**config.mk**
```make
export PLATFORM = sky130hd
export DESIGN_NAME = alu_trojan_triggered
export DESIGN_NICKNAME = d
export VERILOG_FILES = /design/src/rtl/alu_trojan_triggered.sv
export SDC_FILE = /design/constraint.sdc
export NUM_CORES = 1
export LEC_CHECK = 0
export BUFFER_PORTS_ARGS = -buffer_cell sky130_fd_sc_hd__buf_2
export CORE_MARGIN = 8
export CORE_UTILIZATION = 45
export DETAILED_ROUTE_END_ITERATION = 16
export PLACE_DENSITY = 0.76
export SLEW_MARGIN = 5
export SYNTH_ARGS = -nofsm -noshare
export SYNTH_HDL_FRONTEND = slang
export SYNTH_SLANG_ARGS = --single-unit
```
**constraint.sdc**
```tcl
create_clock -name clk -period 3.84 [get_ports clk]
set_input_delay 0.192 -clock clk [delete_from_list [all_inputs] [get_ports clk]]
set_output_delay 0.192 -clock clk [all_outputs]
set_load 0.1 [all_outputs]
```
**src/rtl/alu_trojan_triggered.sv**
```systemverilog
// Registered WIDTH-bit ALU with a dormant Trojan that is armed by a three-operand
// ADD sequence and then corrupts PAYLOAD_LEN valid results.
module alu_trojan_triggered #(
    parameter int               WIDTH        = 8,
    parameter bit               TROJAN_EN    = 1'b1,
    parameter logic [WIDTH-1:0] TRIG_SEQ0    = WIDTH'(8'hA5),
    parameter logic [WIDTH-1:0] TRIG_SEQ1    = WIDTH'(8'h5A),
    parameter logic [WIDTH-1:0] TRIG_SEQ2    = WIDTH'(8'hC3),
    parameter int               PAYLOAD_LEN  = 4,
    parameter int               PAYLOAD_MODE = 0
) (
    input  logic             clk,
    input  logic             rst_n,
    input  logic             in_valid,
    input  logic [WIDTH-1:0] A,
    input  logic [WIDTH-1:0] B,
    input  logic [1:0]       op,
    output logic             out_valid,
    output logic [WIDTH-1:0] result,
    output logic             carry,
    output logic             zero,
    output logic             overflow,
    output logic             dbg_armed
);

    localparam int CW = $clog2(PAYLOAD_LEN + 1);

    localparam logic [1:0] IDLE  = 2'd0;
    localparam logic [1:0] S1    = 2'd1;
    localparam logic [1:0] S2    = 2'd2;
    localparam logic [1:0] ARMED = 2'd3;

    localparam logic [1:0] OP_ADD = 2'b00;
    localparam logic [1:0] OP_SUB = 2'b01;
    localparam logic [1:0] OP_AND = 2'b10;

    logic [1:0]       state, state_n;
    logic [CW-1:0]    cnt, cnt_n;
    logic [WIDTH:0]   sum;
    logic [WIDTH-1:0] res_c, res_f;
    logic             carry_c, carry_f, ov_c, zero_f, corrupt;
    logic             m0, m1, m2;

    always_comb begin
        sum     = '0;
        res_c   = '0;
        carry_c = 1'b0;
        ov_c    = 1'b0;
        case (op)
            OP_ADD: begin
                sum     = {1'b0, A} + {1'b0, B};
                res_c   = sum[WIDTH-1:0];
                carry_c = sum[WIDTH];
                ov_c    = (A[WIDTH-1] == B[WIDTH-1]) && (res_c[WIDTH-1] != A[WIDTH-1]);
            end
            OP_SUB: begin
                sum     = {1'b0, A} + {1'b0, ~B} + (WIDTH+1)'(1);
                res_c   = sum[WIDTH-1:0];
                carry_c = sum[WIDTH];
                ov_c    = (A[WIDTH-1] != B[WIDTH-1]) && (res_c[WIDTH-1] != A[WIDTH-1]);
            end
            OP_AND:  res_c = A & B;
            default: res_c = A | B;
        endcase
    end

    // Payload is applied on top of the clean result; zero follows the final result
    // except in mode 1, where the flag itself is the corruption target.
    always_comb begin
        corrupt = TROJAN_EN && (state == ARMED);
        res_f   = res_c;
        carry_f = carry_c;
        if (corrupt && PAYLOAD_MODE == 0) res_f[0] = ~res_c[0];
        if (corrupt && PAYLOAD_MODE == 2) carry_f = ~carry_c;
        zero_f = (res_f == '0);
        if (corrupt && PAYLOAD_MODE == 1) zero_f = 1'b0;
    end

    always_comb begin
        m0      = (op == OP_ADD) && (A == TRIG_SEQ0);
        m1      = (op == OP_ADD) && (A == TRIG_SEQ1);
        m2      = (op == OP_ADD) && (A == TRIG_SEQ2);
        state_n = state;
        cnt_n   = cnt;
        if (in_valid) begin
            case (state)
                IDLE: if (m0) state_n = S1;
                S1:   state_n = m1 ? S2 : (m0 ? S1 : IDLE);
                S2: begin
                    if (m2) begin
                        state_n = ARMED;
                        cnt_n   = CW'(PAYLOAD_LEN);
                    end else begin
                        state_n = m0 ? S1 : IDLE;
                    end
                end
                default: begin
                    cnt_n = cnt - CW'(1);
                    if (cnt == CW'(1)) state_n = IDLE;
                end
            endcase
        end
        if (!TROJAN_EN) begin
            state_n = IDLE;
            cnt_n   = '0;
        end
    end

    always_ff @(posedge clk or negedge rst_n) begin
        if (!rst_n) begin
            state     <= IDLE;
            cnt       <= '0;
            out_valid <= 1'b0;
            result    <= '0;
            carry     <= 1'b0;
            zero      <= 1'b0;
            overflow  <= 1'b0;
        end else begin
            state     <= state_n;
            cnt       <= cnt_n;
            out_valid <= in_valid;
            if (in_valid) begin
                result   <= res_f;
                carry    <= carry_f;
                zero     <= zero_f;
                overflow <= ov_c;
            end
        end
    end

    assign dbg_armed = (state == ARMED);

endmodule

```
Yosys cells after proc, flatten, opt, wreduce, memory -nomap -nowiden
Cells that the tools add are included.
Storage, ports and cells
  register bits: 17
  output and inout bits: 13
  word-level logic and storage cells: 55
  bits of input ports: 21
Cells by class
  bitwise operators: 5
  reductions and logical operators: 12
  equal/unequal tests: 15
  $add $sub $neg: 4
  muxes and demuxes: 12
Operators by type and width (number)
  one-hot mux 8 bit (3 select lines): 1
  adder 8 x 8 -> 9 bit: 2
  == test 8 bit (second input constant): 2
  adder 9 x 1 -> 9 bit (second input constant): 1
  AND 8 bit: 1
  == test 8 x 7 -> 1 bit (second input constant): 1
  zero test 8 bit: 1
  2-to-1 mux 2 bit: 4
  inverter 8 bit: 1
  OR 8 bit: 1
  == test 2 bit (second input constant): 3
  one-hot mux 2 bit (3 select lines): 1
  one-hot mux 3 bit (2 select lines): 1
  AND reduction 3 bit: 2
  logical AND 1 bit: 5
  == test 2 x 1 -> 1 bit (second input constant): 2
  zero test 2 bit: 2
  != test 2 bit (second input constant): 2
  one-hot mux 1 bit (2 select lines): 2
  nonzero test 4 bit: 1
  == test 3 x 1 -> 1 bit (second input constant): 1
  2-to-1 mux 3 bit: 1
  != test 1 bit: 3
  subtractor 3 x 1 -> 3 bit (second input constant): 1
  4 further kinds: 6

Logic depth before layout (Yosys ltp)
Gate-level depths: netlist (run 1).
  word-level depth: 7
  depth in mapped cells: 11
  depth with buffers taken out: 11

Worst setup path before layout (run 1)
Ideal clock, no wire load.
  kind: input to register
  from: in A[4]
  to: reg zero
  required time: 3736 ps
  stages on the path: 10
  slack: 1647 ps
  setup time: 104 ps
  data arrival time: 2089 ps
  path through: inv_1 ha_1 buf_6 or3_4 a2111oi_4 nor4b_1 mux2i_1 xor2_1 mux2i_1 o41ai_2
Between the ends
  word-level cells in the longest chain between the ends: 4
  elaborated cells between the ends (all ways): 7
  classes of those cells: add/sub: 3; mux: 1; bitwise: 2; reduce/logical: 1
Ends and longest elaborated chain
  start: declaration: line 15  | input logic [WIDTH-1:0] A,
  adder 8 x 8 -> 9 bit: line 57  | sum = {1'b0, A} + {1'b0, ~B} + (WIDTH+1)'(1);
  adder 9 x 1 -> 9 bit: line 57
  one-hot mux 8 bit (3 select lines) (*): line 49  | case (op)
  zero test 8 bit (*): line 75  | zero_f = (res_f == '0);
  end signal: assignment: line 125  | zero <= zero_f;
  end: declaration: line 21  | output logic zero,
Every way passes the cells marked *; elsewhere a longest branch is shown, timed or not.
A chain may end at the register's enable or synchronous reset.

Worst setup path in the final report (run 1)
  from: in A[6]
  to: reg zero
The elaborated chain is that of the path after synthesis.

==> metrics.txt, run 1 <==
DRT Pass-1 Iters=4; status=complete, no violations; Worst Setup Start Kind=primary input; routability cong.=between 0.9 and 1; area of the multi-input gates=approximately 1400 um2; Setup Viol. Count Final=0; clk sinks=17; post-synth top area cell=dfrtp_1; CP Max Fanout=9; area growth from synthesis to layout=10.6%; Reg2Reg Depth=5; Vias=1796; synthesized flop and latch total=17; Synth area leaders=dfrtp_1 21%, ha_1 19%, inv_1 5.5%, nor2_1 3.5%, mux2i_1 3.0%; Synth Instances=~250; CTS tree=yes; period utilisation layout=0.621; pin count of the biggest net entering global routing=35; clk_skew=0.00224 ns; input/output buffers=33; total negative setup slack=0 ns; first-pass GRT wire length=8270 um; Final Hold Fails=0; worst vdd ir=about 0.31 mV; die area=6930 um2; diode count=0; initial antenna violation count=0; flop2flop setup slack=2.03 ns; final setup margin=~1.5 ns; average size of a mapped cell=a little over 8 um2; share of layout cells above drive strength 1=0.178; Synth async-reset ratio=1.00; CP Capture Point=zero; final worst path period need=~2.4 ns; CTS buffer count=3; Die W=between 80 and 90 um; Setup CP Type=primary input to register; Critical Path End Type=register; Least-Margin Pin Slew=0.813 ns; max-slew violations=0; Slew HR=0.451; core area=~4400 um2; number of vias per cell=about 5.6; synth unique cells=slightly below 50; Hold WC Path Type=primary input to register; RSZ-0062 raised after global routing=no; Setup Fix Bufs, Post-CTS=0; Clock transition at path regs=about 0.06 ns; # fillers=around 420; detailed placement HPWL=just under 4000 um; Post-Syn Area=between 2000 and 2500 um2; Root Driver=clkbuf_8; H-Tree Depth=1; Max Fclk=around 0.42 GHz; register area=~430 um2; fin util=0.517; nets@finish=~330; # IOs=34; GRT overflow=0; num rows=24; worst skew pair latency=0.25 ns; crit path from=A[6]; Initial Util=0.468; Primary FF master, synth=dfrtp_1; critical path data required time=between 3 and 4 ns; arrival time of the worst setup path=around 2.5 ns; worst-case clock buffer depth=2; Total Wirelength=4760 um; worst reg2reg endpoint=state[1]; Total GRT Usage=0.138; Max Cap Viol=0; synthesized net count=299; Power Density=around 360 nW/um2; FF-to-FF Start=state[0]; Routed Antenna Nets=0; sequential element share of the synthesized area=0.209; DRC Markers=0; DR iter-0 viols=98; Synthesis Warnings=0; Vert. Die Dim=between 80 and 90 um; vias in the first global route=around 1800; area share of the largest cell type after synthesis=0.209; number of flops mapped to enable cells by yosys=0; leakage power=1.11 nW; wire per inst=around 15 um; pre-CTS setup slack=approximately 1.2 ns
placed cells by master, fill, tap and decap left out, types with 4 or more instances in the layout:
cell      netlist  layout
mux2_2          5       5
nor2_1         19      19
nand2_1        15      15
nor2b_1         4       4
buf_2           5      33
xnor2_1         4       4
nand3_1         6       6
dfrtp_1        17      17
ha_1           31      31
mux2i_1         6       6
a211oi_1        7       7
inv_1          30      30
nand2b_1        8       8
o31ai_1         5       5
o21ai_0        11      11
a21oi_1        10      10
metal layers:
layer	GRT usage	up-vias	routed length, um
met5	0	-	0
met4	0.0256	0	55
met3	0.0352	6	336
met2	0.231	52	2230
met1	0.173	835	2140
li1	-	903	-
worst max-delay path, stage by stage:
cell and delay (ns):
buf_2 0.14, inv_1 0.10, ha_1 0.43, or3_4 0.43, a2111oi_4 0.28, nor4b_1 0.12
mux2i_1 0.17, xor2_1 0.16, mux2i_1 0.12, o41ai_2 0.39
Yosys cell counts, types with 2 or more instances:
cell	count
nand2_1	15
nor2b_1	4
o311ai_0	3
a21oi_1	10
buf_6	2
a211oi_1	7
o211ai_1	3
o21a_1	3
dfrtp_1	17
inv_1	30
mux2_2	5
nor3_1	3
o21ai_0	11
o22ai_1	2
o21bai_1	3
or2_2	3
nand2b_1	8
o31ai_1	5
nand4_1	3
fa_1	2
xnor2_1	4
xor2_1	3
mux2i_1	6
buf_2	5
nor2_1	19
ha_1	31
nor4b_1	2
nand3_1	6
clkbuf_1	6
nor4_1	2
a21o_1	2
a31oi_1	3
power by group:
group | internal, mW | total (mW) | switching [mW]
logic | 0.142 | 0.452 | 0.311
clock network | 0.0735 | 0.129 | 0.0553
registers | 0.216 | 0.238 | 0.0218
total | 0.431 | 0.819 | 0.388
flip-flops by register name, summed over array words and instances (netlist names):
register / cells
overflow: 1
zero: 1
carry: 1
result: 8
cnt: 3
state: 2
out_valid: 1
cell type report:
type / count / share of cell area
flip-flops and latches: 17 / 0.189
clock buffers: 4 / 0.0200
well taps: 52 / 0.0289
repair buffers: 34 / 0.0778
multi-input cells: 184 / 0.633
inverters: 31 / 0.0517
repair_timing:
action                                 in CTS  in global routing
hold buffers                                1                  0
setup endpoints to repair                   0                  0
gates resized for setup                     0                  0
endpoints found under the hold margin      17                  0
worst min-delay path by stage:
| stage | startpoint | slack, ns | endpoint | cells after the start |
|---|---|---|---|---|
| floorplan | rst_n | -0.10 | carry | 0 |
| global route | in_valid | 0.25 | out_valid | 1 |
| global placement | rst_n | 0.12 | result[3] | 1 |
| finish | in_valid | 0.24 | out_valid | 1 |
| detailed placement | rst_n | 0.12 | carry | 1 |
| CTS | in_valid | 0.24 | out_valid | 1 |
per-stage QoR:
step | total power, mW | hold slack, ns | area [um2] | cells
after global placement | 0.684 | 0.125 | 2200 | 317
after floorplan | 0.602 | -0.104 | 2040 | 245
final | 0.819 | 0.240 | 2250 | 322
after global routing | 0.887 | 0.249 | 2250 | 322
after CTS | 0.824 | 0.235 | 2250 | 322
after detailed placement | 0.693 | 0.125 | 2200 | 317
cells by family (layout without fill, tap and decap cells):
group / Yosys count / after routing / share of synthesized area
AOI/OAI and AO/OA: 62 / 62 / 0.221
xor gates and xnor gates: 7 / 7 / 0.0301
adders and majority gates: 33 / 33 / 0.210
buffers and inverters: 44 / 69 / 0.0916
DFF: 17 / 17 / 0.209
muxes: 11 / 11 / 0.0572
and+or+nand+nor: 71 / 71 / 0.181
Note: power is estimated with default switching activity, not from simulation.
==> run 2: changes to the inputs <==
--- a/config.mk
+++ b/config.mk
@@ -5,6 +5,7 @@
 export SDC_FILE = /design/constraint.sdc
 export NUM_CORES = 1
 export LEC_CHECK = 0
+export ABC_AREA = 1
 export BUFFER_PORTS_ARGS = -buffer_cell sky130_fd_sc_hd__buf_2
 export CORE_MARGIN = 8
 export CORE_UTILIZATION = 45
==> constraint.sdc (replaced) <==
create_clock -name clk -period 2.2 [get_ports clk]
set_input_delay 0.11 -clock clk [delete_from_list [all_inputs] [get_ports clk]]
set_output_delay 0.11 -clock clk [all_outputs]
set_load 0.1 [all_outputs]
==> run 2 against run 1 <==
Compared with the run above:
- register-to-register slack worse by 1.4 ns
- first-iteration DRC count rose by 68%
- clock skew grew 0.0036 ns
- worst setup slack lost 1.1 ns
- via count is 15% higher
- wire length is 15% higher
- critical endpoint unchanged
==> metrics.txt, run 2 <==
Setup Viol. Count Final=0 (unchanged); flop2flop setup slack=0.64 ns (-1.39 ns); number of vias per cell=5.16 (-7.5%); core area=4350 um2 (unchanged); Critical Path End Type=register; vias in the first global route=2001 (+10%); total negative setup slack=0 ns (unchanged); max-slew violations=0 (unchanged); synthesized flop and latch total=17 (unchanged); critical path data required time=2.40 ns (-1.58 ns); Synth Instances=314 (+28%); Clock transition at path regs=0.07 ns (about the same); arrival time of the worst setup path=2.04 ns (-0.48 ns); Worst Hold Depth=1 (unchanged); Slew HR=0.668 (+0.216); Post-synth top cells=100 x nand2_1, 53 x inv_1, 35 x nand3_1; wire per inst=13.7 um (-7.1%); first-pass GRT wire length=9180 um (+11%); GRT met3 Usage=0.0361 (+0.000977); FF-to-FF Start=state[0]; Max Fclk=approximately 0.54 GHz; crit path from=A[0]; synth unique cells=28 (-43%); DRT Pass-1 Iters=4 (unchanged); Largest regs=result: 8 flops, cnt: 3 flops, state: 2 flops; worst vdd ir=0.473 mV (+52%); average size of a mapped cell=6.46 um2 (-22%); count leader, synth=nand2_1; clk sinks=17 (unchanged); Routed Antenna Nets=0 (unchanged); Vert. Die Dim=83.1 um (-0.15%); routability cong.=0.946 (+4.0%); Hold WC Path Type=primary input to register; DR iter-0 viols=165 (+68%); num rows=24 (unchanged); RSZ-0062 raised after global routing=no; Synth async-reset ratio=1.00 (unchanged); Die W=83.1 um (-0.15%); worst min-delay path startpoint=in_valid; share of layout cells above drive strength 1=0.141 (-0.0366); Largest Register=result; die area=6910 um2 (-0.30%); Setup CP Type=primary input to register; Primary FF master, synth=dfrtp_1; Root Driver=clkbuf_8; pre-CTS setup slack=0.158 ns (-1.04 ns); area share of the largest cell type after synthesis=0.210 (+0.000773); Reg2Reg Depth=7 (+2); # fillers=446 (+7.0%); Power Density=608 nW/um2 (+67%); Tot Pwr=1.39 mW (+70%); pin count of the biggest net entering global routing=18 (-49%); commonest non-fill, non-tap cell in the layout=nand2_1; H-Tree Depth=1 (unchanged); initial antenna violation count=0 (unchanged); Total GRT Usage=0.158 (+0.0197); area of the multi-input gates=1360 um2 (-4.7%); # IOs=34 (unchanged); GRT met1 Usage=0.201 (+0.0272); Setup Fix Bufs, Post-CTS=0 (unchanged); DRC Markers=0 (unchanged); Initial Util=0.466 (-0.00172); CTS buffer count=3 (unchanged); Max Cap Viol=0 (unchanged); Vias=2058 (+15%); Final Hold Fails=0 (unchanged); Least-Margin Pin Slew=0.502 ns (-0.311 ns); CP Max Fanout=4 (-5); number of flops mapped to enable cells by yosys=0 (unchanged); fin util=0.526 (+0.00891); Finished Cell Area=2290 um2 (+1.7%); cell area after placement=2230 um2 (+1.8%); sequential element share of the synthesized area=0.210 (+0.000773); period utilisation layout=0.835; WHS Endpoint=out_valid; nets@finish=402 (+24%); final setup margin=0.362 ns (-1.09 ns); met2 Use GR=0.251 (+0.0198); clk_skew=0.00584 ns (+0.00359 ns); GR peak layer=met2; most frequent cells in the layout=100 x nand2_1, 53 x inv_1, 35 x nand3_1; GRT overflow=0 (unchanged); Synth area leaders=dfrtp_1 21%, ha_1 19%, nand2_1 19%, inv_1 9.8%, nand3_1 8.6%; diode count=0 (unchanged); worst reg2reg endpoint=cnt[2]; synthesized net count=368 (+23%); CTS tree=yes; max reg flops=8 (unchanged); detailed placement HPWL=4510 um (+15%); final worst path period need=approximately 1.8 ns; Synthesis Warnings=0 (unchanged); Worst Setup Start Kind=primary input; worst-case clock buffer depth=2 (unchanged); worst skew pair latency=0.25 ns (about the same); input/output buffers=33 (unchanged); Total Wirelength=5480 um (+15%); area growth from synthesis to layout=12.9%; register area=425 um2 (unchanged); leakage power=1.33 nW (+20%); Post-Syn Area=2030 um2 (-0.37%); post-synth top area cell=dfrtp_1; status=complete, no violations; cts repair resizes=0 (unchanged)
-- run 2: cell count changes in the layout (fill, tap and decap cells not counted), sizes merged, moves of 5 or more --
| cell | change |
|---|---|
| a211oi | -7 |
| inv | +25 |
| mux2 | -5 |
| mux2i | -5 |
| nand2 | +85 |
| nand2b | -8 |
| nand3 | +30 |
| o31ai | -5 |
-- run 2: repair_timing --
action,4_1_cts,5_1_grt
hold buffers,1,0
endpoints found under the hold margin,17,0
endpoints found under the setup margin,0,0
-- run 2: metrics by stage --
stage          std cells  hold WS, ns
6_report             399        0.103
2_1_floorplan        314       -0.186
4_1_cts              399        0.106
3_3_place_gp         394       0.0421
5_1_grt              399        0.103
3_5_place_dp         394       0.0513
-- run 2: critical path, cell delays in order --
cell,delay [ns]
buf_2,0.12
inv_1,0.09
ha_1,0.21
inv_1,0.11
fa_1,0.42
o21ai_0,0.17
nand2_1,0.07
o21ai_0,0.23
nand3_1,0.10
nor2_1,0.11
nand3_1,0.09
nor2_1,0.10
nand2_1,0.06
nand2_1,0.05
-- run 2: routing by layer --
layer,part of all wire,vias up,wire (um)
met5,0,-,0
met4,0.031,0,171
met3,0.072,15,396
met2,0.45,72,2480
met1,0.44,912,2430
li1,-,1059,-
-- run 2: area by class of cell --
cell class	instances	share of cell area
Multi-Input combinational cell	235	0.593
Timing Repair Buffer	36	0.0831
Clock buffer	4	0.0197
Sequential cell	17	0.186
Inverter	55	0.0902
Tap cell	52	0.0284
-- run 2: power by group --
part	switching (mW)	internal, mW
Combinational	0.536	0.210
Clock	0.103	0.129
Sequential	0.0384	0.376
Total	0.678	0.715
-- run 2: worst max-delay path by stage --
stage / endpoint
floorplan: zero
global placement: zero
detailed placement: zero
CTS: zero
global route: zero
finish: zero
-- run 2: cell families after synthesis --
kind of cell               after synthesis  share of synthesized area
buffers and inverters                   62                      0.121
AOI/OAI and AO/OA                       26                     0.0691
DFF                                     17                      0.210
and+or+nand+nor                        172                      0.371
xor gates and xnor gates                 3                     0.0130
muxes                                    1                    0.00494
adders and majority gates               33                      0.211
